<file path="src/rtl/mdu_iter_pkg.sv">
// mdu_iter_pkg: shared types for the iterative multiply/divide unit.
//   MduOp    - 4-bit operation code carried in EXSignal.mduOp
//   MduState - sequencer state of mdu_iter
//   EXSignal - EX-stage control fields that drive the MDU
package mdu_iter_pkg;

    typedef enum logic [3:0] {
        MULT  = 4'd0,
        MULTU = 4'd1,
        DIV   = 4'd2,
        DIVU  = 4'd3,
        MTHI  = 4'd4,
        MTLO  = 4'd5,
        MADD  = 4'd6,
        MADDU = 4'd7,
        MSUB  = 4'd8,
        MSUBU = 4'd9
    } MduOp;

    // State names carry a prefix because DIV is already an MduOp literal.
    typedef enum logic [1:0] {
        S_IDLE,
        S_MUL,
        S_DIV
    } MduState;

    typedef struct packed {
        logic mduStart;
        MduOp mduOp;
    } EXSignal;

    function automatic logic op_is_signed(MduOp code);
        return (code == MULT) || (code == DIV) || (code == MADD) || (code == MSUB);
    endfunction

endpackage

</file>
<file path="src/rtl/mdu_iter_if.sv">
// mdu_iter_if: issue/result bundle between EX and the MDU.
//   master (EX side): drives start, op, rsData, rtData, flush; reads busy, hi, lo
//   slave  (MDU)    : the reverse
interface mdu_iter_if
    import mdu_iter_pkg::*;
#(
    parameter int unsigned WIDTH = 32
);
    logic             start;
    MduOp             op;
    logic [WIDTH-1:0] rsData;
    logic [WIDTH-1:0] rtData;
    logic             flush;
    logic             busy;
    logic [WIDTH-1:0] hi;
    logic [WIDTH-1:0] lo;

    modport master (
        output start, op, rsData, rtData, flush,
        input  busy, hi, lo
    );

    modport slave (
        input  start, op, rsData, rtData, flush,
        output busy, hi, lo
    );
endinterface

</file>
<file path="src/rtl/mdu_iter_divider.sv">
// mdu_divider: serial restoring radix-2 divider, one quotient bit per cycle.
//   clk, rstN           - clock, async active-low reset
//   load                - capture operands and start (WIDTH cycles)
//   abort               - drop the in-flight division
//   sign                - treat operands as two's complement
//   dividend, divisor   - operands, sampled only on load
//   quotient, remainder - final result, valid while done is high
//   done                - high in the last iteration cycle
// The outputs are the combinational result of the final iteration with the
// sign fix-up applied, so the owner can capture them at the completing edge.
module mdu_divider
    import mdu_iter_pkg::*;
#(
    parameter int unsigned WIDTH = 32
) (
    input  logic             clk,
    input  logic             rstN,
    input  logic             load,
    input  logic             abort,
    input  logic             sign,
    input  logic [WIDTH-1:0] dividend,
    input  logic [WIDTH-1:0] divisor,
    output logic [WIDTH-1:0] quotient,
    output logic [WIDTH-1:0] remainder,
    output logic             done
);
    localparam int unsigned SW = $clog2(WIDTH);

    logic             active;
    logic [SW-1:0]    step;
    logic [WIDTH-1:0] rem;
    logic [WIDTH-1:0] quo;
    logic [WIDTH-1:0] dsr;
    logic [WIDTH-1:0] raw_a;
    logic             neg_q;
    logic             neg_r;
    logic             div_zero;
    logic             ovf;

    logic             a_neg;
    logic             b_neg;
    logic [WIDTH:0]   shifted;
    logic [WIDTH:0]   diff;
    logic             fits;
    logic [WIDTH-1:0] rem_next;
    logic [WIDTH-1:0] quo_next;

    assign a_neg = sign & dividend[WIDTH-1];
    assign b_neg = sign & divisor[WIDTH-1];

    always_comb begin
        shifted  = {rem, quo[WIDTH-1]};
        diff     = shifted - {1'b0, dsr};
        fits     = shifted >= {1'b0, dsr};
        rem_next = fits ? diff[WIDTH-1:0] : shifted[WIDTH-1:0];
        quo_next = {quo[WIDTH-2:0], fits};
    end

    assign done = active && (step == SW'(WIDTH - 1));

    always_comb begin
        quotient  = neg_q ? -quo_next : quo_next;
        remainder = neg_r ? -rem_next : rem_next;
        if (div_zero) begin
            quotient  = '1;
            remainder = raw_a;
        end else if (ovf) begin
            quotient  = {1'b1, {(WIDTH-1){1'b0}}};
            remainder = '0;
        end
    end

    always_ff @(posedge clk or negedge rstN) begin
        if (!rstN) begin
            active   <= 1'b0;
            step     <= '0;
            rem      <= '0;
            quo      <= '0;
            dsr      <= '0;
            raw_a    <= '0;
            neg_q    <= 1'b0;
            neg_r    <= 1'b0;
            div_zero <= 1'b0;
            ovf      <= 1'b0;
        end else if (abort) begin
            active <= 1'b0;
        end else if (load) begin
            active   <= 1'b1;
            step     <= '0;
            rem      <= '0;
            quo      <= a_neg ? -dividend : dividend;
            dsr      <= b_neg ? -divisor : divisor;
            raw_a    <= dividend;
            neg_q    <= a_neg ^ b_neg;
            neg_r    <= a_neg;
            div_zero <= (divisor == '0);
            ovf      <= sign && (dividend == {1'b1, {(WIDTH-1){1'b0}}}) && (divisor == '1);
        end else if (active) begin
            rem  <= rem_next;
            quo  <= quo_next;
            step <= step + 1'b1;
            if (done) begin
                active <= 1'b0;
            end
        end
    end
endmodule

</file>
<file path="src/rtl/mdu_iter.sv">
// mdu_iter: iterative multiply/divide unit owning the HI/LO registers.
//   clk, rstN - clock, async active-low reset
//   bus       - mdu_iter_if slave: start/op/rsData/rtData/flush in,
//               busy/hi/lo out
// Multiply holds busy for MUL_LAT cycles, divide for WIDTH cycles; MTHI/MTLO
// write in zero busy cycles. Define MDU_MADD_EN to enable MADD/MADDU/MSUB/
// MSUBU (accumulate into {hi,lo}); otherwise those codes are ignored.
module mdu_iter
    import mdu_iter_pkg::*;
#(
    parameter int unsigned WIDTH   = 32,
    parameter int unsigned MUL_LAT = 5
) (
    input logic       clk,
    input logic       rstN,
    mdu_iter_if.slave bus
);
    localparam int unsigned CW = $clog2(MUL_LAT + 1);

    MduState            state, state_next;
    logic [CW-1:0]      cnt, cnt_next;
    logic [WIDTH-1:0]   hi_q, hi_next;
    logic [WIDTH-1:0]   lo_q, lo_next;
    MduOp               op_q, op_next;
    logic [WIDTH-1:0]   opa, opa_next;
    logic [WIDTH-1:0]   opb, opb_next;

    logic               issue;
    logic               is_mul_op;
    logic               is_div_op;
    logic               dv_load;
    logic               dv_sign;
    logic               dv_done;
    logic [WIDTH-1:0]   dv_q;
    logic [WIDTH-1:0]   dv_r;
    logic [2*WIDTH-1:0] ext_a;
    logic [2*WIDTH-1:0] ext_b;
    logic [2*WIDTH-1:0] product;
    logic [2*WIDTH-1:0] mul_result;

`ifdef MDU_MADD_EN
    assign is_mul_op = bus.op inside {MULT, MULTU, MADD, MADDU, MSUB, MSUBU};
`else
    assign is_mul_op = bus.op inside {MULT, MULTU};
`endif
    assign is_div_op = bus.op inside {DIV, DIVU};
    // flush outranks a same-cycle start
    assign issue     = (state == S_IDLE) && bus.start && !bus.flush;
    assign dv_load   = issue && is_div_op;
    assign dv_sign   = (bus.op == DIV);

    mdu_divider #(
        .WIDTH(WIDTH)
    ) u_div (
        .clk      (clk),
        .rstN     (rstN),
        .load     (dv_load),
        .abort    (bus.flush),
        .sign     (dv_sign),
        .dividend (bus.rsData),
        .divisor  (bus.rtData),
        .quotient (dv_q),
        .remainder(dv_r),
        .done     (dv_done)
    );

    // Sign/zero extension to 2*WIDTH makes a truncated unsigned multiply
    // produce the correct signed or unsigned full-width product.
    always_comb begin
        ext_a      = op_is_signed(op_q) ? {{WIDTH{opa[WIDTH-1]}}, opa} : {{WIDTH{1'b0}}, opa};
        ext_b      = op_is_signed(op_q) ? {{WIDTH{opb[WIDTH-1]}}, opb} : {{WIDTH{1'b0}}, opb};
        product    = ext_a * ext_b;
        mul_result = product;
`ifdef MDU_MADD_EN
        if (op_q inside {MADD, MADDU}) begin
            mul_result = {hi_q, lo_q} + product;
        end else if (op_q inside {MSUB, MSUBU}) begin
            mul_result = {hi_q, lo_q} - product;
        end
`endif
    end

    always_comb begin
        state_next = state;
        cnt_next   = cnt;
        hi_next    = hi_q;
        lo_next    = lo_q;
        op_next    = op_q;
        opa_next   = opa;
        opb_next   = opb;
        case (state)
            S_IDLE: begin
                if (issue) begin
                    if (is_mul_op) begin
                        state_next = S_MUL;
                        cnt_next   = CW'(MUL_LAT - 1);
                        op_next    = bus.op;
                        opa_next   = bus.rsData;
                        opb_next   = bus.rtData;
                    end else if (is_div_op) begin
                        state_next = S_DIV;
                    end else if (bus.op == MTHI) begin
                        hi_next = bus.rsData;
                    end else if (bus.op == MTLO) begin
                        lo_next = bus.rsData;
                    end
                end
            end
            S_MUL: begin
                if (bus.flush) begin
                    state_next = S_IDLE;
                end else if (cnt == '0) begin
                    state_next         = S_IDLE;
                    {hi_next, lo_next} = mul_result;
                end else begin
                    cnt_next = cnt - 1'b1;
                end
            end
            S_DIV: begin
                if (bus.flush) begin
                    state_next = S_IDLE;
                end else if (dv_done) begin
                    state_next = S_IDLE;
                    hi_next    = dv_r;
                    lo_next    = dv_q;
                end
            end
            default: state_next = S_IDLE;
        endcase
    end

    always_ff @(posedge clk or negedge rstN) begin
        if (!rstN) begin
            state <= S_IDLE;
            cnt   <= '0;
            hi_q  <= '0;
            lo_q  <= '0;
            op_q  <= MULT;
            opa   <= '0;
            opb   <= '0;
        end else begin
            state <= state_next;
            cnt   <= cnt_next;
            hi_q  <= hi_next;
            lo_q  <= lo_next;
            op_q  <= op_next;
            opa   <= opa_next;
            opb   <= opb_next;
        end
    end

    assign bus.busy = (state != S_IDLE);
    assign bus.hi   = hi_q;
    assign bus.lo   = lo_q;
endmodule

</file>
<file path="src/flat_wrapper.sv">
// flat-port wrapper written by rule: the top's interface ports become plain ports
module mdu_iter_flat import mdu_iter_pkg::*;
#(
    parameter int unsigned WIDTH   = 32,
    parameter int unsigned MUL_LAT = 5
)
  (clk, rstN, bus_start, bus_op, bus_rsData, bus_rtData, bus_flush, bus_busy, bus_hi, bus_lo);
  mdu_iter_if #(.WIDTH(WIDTH)) bus_i ();
  input logic clk;
  input logic rstN;
  input wire logic [$bits(bus_i.start)-1:0] bus_start;
  input wire logic [$bits(bus_i.op)-1:0] bus_op;
  input wire logic [$bits(bus_i.rsData)-1:0] bus_rsData;
  input wire logic [$bits(bus_i.rtData)-1:0] bus_rtData;
  input wire logic [$bits(bus_i.flush)-1:0] bus_flush;
  output wire logic [$bits(bus_i.busy)-1:0] bus_busy;
  output wire logic [$bits(bus_i.hi)-1:0] bus_hi;
  output wire logic [$bits(bus_i.lo)-1:0] bus_lo;
  assign bus_i.start = bus_start;
  assign bus_i.op = bus_op;
  assign bus_i.rsData = bus_rsData;
  assign bus_i.rtData = bus_rtData;
  assign bus_i.flush = bus_flush;
  assign bus_busy = bus_i.busy;
  assign bus_hi = bus_i.hi;
  assign bus_lo = bus_i.lo;
  mdu_iter #(.WIDTH(WIDTH), .MUL_LAT(MUL_LAT)) u_core (.clk(clk), .rstN(rstN), .bus(bus_i));
endmodule
</file>
<file path="config.mk">
export PLATFORM = sky130hd
export DESIGN_NAME = mdu_iter_flat
export DESIGN_NICKNAME = d
export VERILOG_FILES = /design/src/rtl/mdu_iter_pkg.sv /design/src/rtl/mdu_iter_if.sv /design/src/rtl/mdu_iter_divider.sv /design/src/rtl/mdu_iter.sv /design/src/flat_wrapper.sv
export SDC_FILE = /design/constraint.sdc
export NUM_CORES = 2
export LEC_CHECK = 0
export CAP_MARGIN = 40
export CORE_ASPECT_RATIO = 1.5
export CORE_MARGIN = 3
export CORE_UTILIZATION = 55
export DETAILED_ROUTE_END_ITERATION = 10
export HOLD_SLACK_MARGIN = 0.08
export PLACE_DENSITY = 0.75
export SLEW_MARGIN = 30
export SYNTH_ARGS = -nofsm -noshare
export SYNTH_HDL_FRONTEND = slang
export SYNTH_HIERARCHICAL = 1
export SYNTH_SLANG_ARGS = --single-unit
</file>
<file path="constraint.sdc">
create_clock -name clk -period 9.6 [get_ports clk]
set_input_delay 2.4 -clock clk [delete_from_list [all_inputs] [get_ports clk]]
set_output_delay 2.4 -clock clk [all_outputs]
set_load 0.01 [all_outputs]
</file>
==> impl_metrics.toml <==
[layout]
nFillCells = 10100
area_delta_synth_final_pct = 7.18
drive_gt1_share_pct = 5.72
ff_latch_area_sq_mm = 0.00689
final_nets = 9045
multi_input_comb_area_sq_mm = 0.0508

[cts]
clkTransAtPathRegs_ps = 70
cts_tree = "done"
clock_sinks = 275
clock_latency_ps = 640
cts_max_level = 1
cts_root_buffer = "clkbuf_16"
numCtsBuffers = 28
clockBufferDepth = 3
hold_buffers = 0

[timing]
worst_slew_pin_slew_ps = 942
hold_viol = 0
fin_crit_ps = 9290
relSlewSlack_pct = 36.6
maxSlewViolCount = 0
clock.fmax_ghz = 0.108
min_period_over_period_pct = 96.8
finalSetupViolCount = 0
setup_tns_ps = 0
worst_hold_slack_ps = 481
finClkSkew_ps = 71.4

[synthesis]
yosysWarnings = 6
synth.largest_area_cell = "fa_1"
synth-edff-count = 0
ys_async_sr_fraction_pct = 100
synth-main-ff-cell = "dfrtp_1"
syn_area_per_cell_sq_um = 9.04
synth_top_area_share_pct = 43.5
synthCells = 7231
ys_ff_latch = 275
synth_area_sq_mm = 0.0654
synth.distinct_cells = 105
synth_seq_area_share_pct = 10.5
synth_area_leaders = "fa_1, dfrtp_1, inv_1"
synthesis.nets = 9076

[worst_setup_path]
critical-path-slowest-cell = "fa_1"
r2r_start = "u_core/op_q[2]"
r2r_setup_slack_ps = 310
crit_path_end_kind = "register"
r2r_end = "u_core/bus.hi[25]"
required_ps = 10110
cpMostUsedCell = "fa_1"
cpPeakStageDelay_ps = 690
path_max_fanout = 7
path_class = "reg -> reg"
ff2ff_path_depth = 31
start_kind = "register"
critPathArrivalTime_ps = 9810

[detailed_routing]
drtIter0Drc = 4538
ant_nets = 0
viasPerCell = 5.90
vias = 51900
wl_microns = 215000
wire_per_inst_microns = 24.5
drc = 0
drtPass1Iterations = 6

[placed_design]
hpwl_microns = 177000
io_buffer_count = 136
globalplace.congestion = 0.998

[global_routing]
grt_antenna_before_repair = 16
grt_pass1_vias = 56600
grt_max_degree = 149
grt-ovfl-total = 0
grt_pass1_wl_microns = 329000
grt_usage_pct = 35.6

[worst_hold_path]
min_to = "u_core/u_div/dsr[30]"
hp-start = "u_core/u_div/dsr[30]"
hold_class = "reg -> reg"
hold_depth = 2

[floorplanning]
io_pins = 137
die_y_microns = 428
dieArea_sq_mm = 0.123
core_sq_mm = 0.118
core.rowCount = 154
die_w_microns = 288
start_util_pct = 55.5

[run]
cap_viol_max_count = 0

[run_status]
status = "complete, no violations"
==> layout make-up <==
cell class | count | area share, %
Clock inverter | 14 | 0.254
Tap cell | 1560 | 2.79
Clock buffer | 38 | 1.15
Inverter | 1642 | 8.80
Timing Repair Buffer | 333 | 4.60
Sequential cell | 275 | 9.84
Antenna cell | 9 | 0.0321
Multi-Input combinational cell | 4920 | 72.5
==> cells by family after synthesis <==
group,Yosys count,share of synthesized area (%)
AO/OA/AOI/OAI,853,8.74
XOR/XNOR,262,3.51
adder cells (fa/ha/maj),1775,50.3
buffers and inverters,2036,11.9
flip-flops,275,10.5
multiplexers,97,1.62
AND/OR/NAND/NOR,1933,13.4
==> per-layer routing <==
| metal | routed length (microns) | vias to the layer above | global-route usage (%) | share of wire [%] |
|---|---|---|---|---|
| li1 | - | 21700 | - | - |
| met1 | 72000 | 26500 | 40.7 | 33 |
| met2 | 106000 | 2760 | 60.5 | 49 |
| met3 | 16800 | 896 | 5.41 | 7.8 |
| met4 | 19900 | 6 | 26.1 | 9.2 |
| met5 | 35 | - | 0 | 0.016 |
==> flip-flops by register name (all words and copies together) (netlist names), 2 cells and up <==
name,flops
u_core/u_div/dsr,32
u_core/op_q,4
u_core/cnt,3
u_core/bus.lo,32
u_core/bus.hi,32
u_core/u_div/rem,32
u_core/opa,32
u_core/u_div/quo,32
u_core/u_div/raw_a,32
u_core/state,2
u_core/u_div/step,5
u_core/opb,32
==> synthesized netlist by cell type, types with 7 or more instances <==
cell and count:
xor2_1 122, mux2i_1 26, or4_1 16, a22o_1 35, a21boi_0 8, nand2b_1 19
nand2_1 1179, nor3_1 31, o21bai_1 48, o21ai_1 16, ha_1 353, a221oi_1 7
buf_2 13, o41ai_1 18, o22ai_1 24, o21ai_0 178, mux2_2 71, and4_1 8
buf_6 7, and2_1 343, dfrtp_1 275, nand4_1 35, a31oi_1 15, nor2b_1 18
nand3_1 35, and3_1 33, buf_1 22, o22a_1 18, xnor2_1 140, inv_1 1642
nor2_1 151, a21oi_1 224, clkbuf_1 345, a211oi_1 22, fa_1 1420, o31ai_1 64
a21o_1 64, nor4_1 16, or3_1 12, o211ai_1 10
==> per-stage QoR <==
step	setup WS [ps]	utilization, %	instance area [sq um]	std cells
after CTS	15.4	59.4	69900	8772
after floorplan	176	-	65400	7231
after global routing	-37.5	59.5	70100	8785
final	308	59.5	70100	8791
after detailed placement	22.0	58.6	68900	8720
after global placement	153	58.5	68900	8716
==> worst max path at each step <==
stage	startpoint	to	slack [ps]	depth (start not counted)
6_report	u_core/op_q[2]	u_core/bus.hi[25]	310	31
5_1_grt	u_core/op_q[2]	u_core/bus.hi[22]	-40	35
4_1_cts	u_core/op_q[1]	u_core/bus.hi[29]	20	30
3_5_place_dp	u_core/op_q[1]	u_core/bus.hi[29]	20	30
3_3_place_gp	u_core/op_q[1]	u_core/bus.hi[24]	150	30
2_1_floorplan	u_core/op_q[2]	u_core/bus.hi[29]	180	29
==> layout by cell type, fill, tap and decap left out, drive strengths merged, types with 32 or more instances in the layout <==
master and count:
o31ai 69, o21ai 196, mux2 71, ha 353
nand4 35, o21bai 48, buf 195, fa 1420
nor3 32, and3 34, and2 345, xor2 122
nor2 152, nand3 36, a21o 65, clkbuf 41
clkdlybuf4s50 135, nand2 1179, a22o 35, dfrtp 275
a21oi 229, inv 1642, xnor2 140
==> critical path, delay by kind of cell (launching register included) <==
family / cells / cell delay, ps
buf+inv: 9 / 1150
flops: 1 / 380
fa+ha+maj: 11 / 5790
xor+xnor: 1 / 270
simple gates: 4 / 550
compound gates: 6 / 1010
==> timing repair <==
action	CTS	global route
setup endpoints to repair	0	18
setup buffers	0	4
resized for setup	0	24
Power is not shown: default switching activity piles up to over one toggle a cycle in this logic, so the estimate is an artifact.
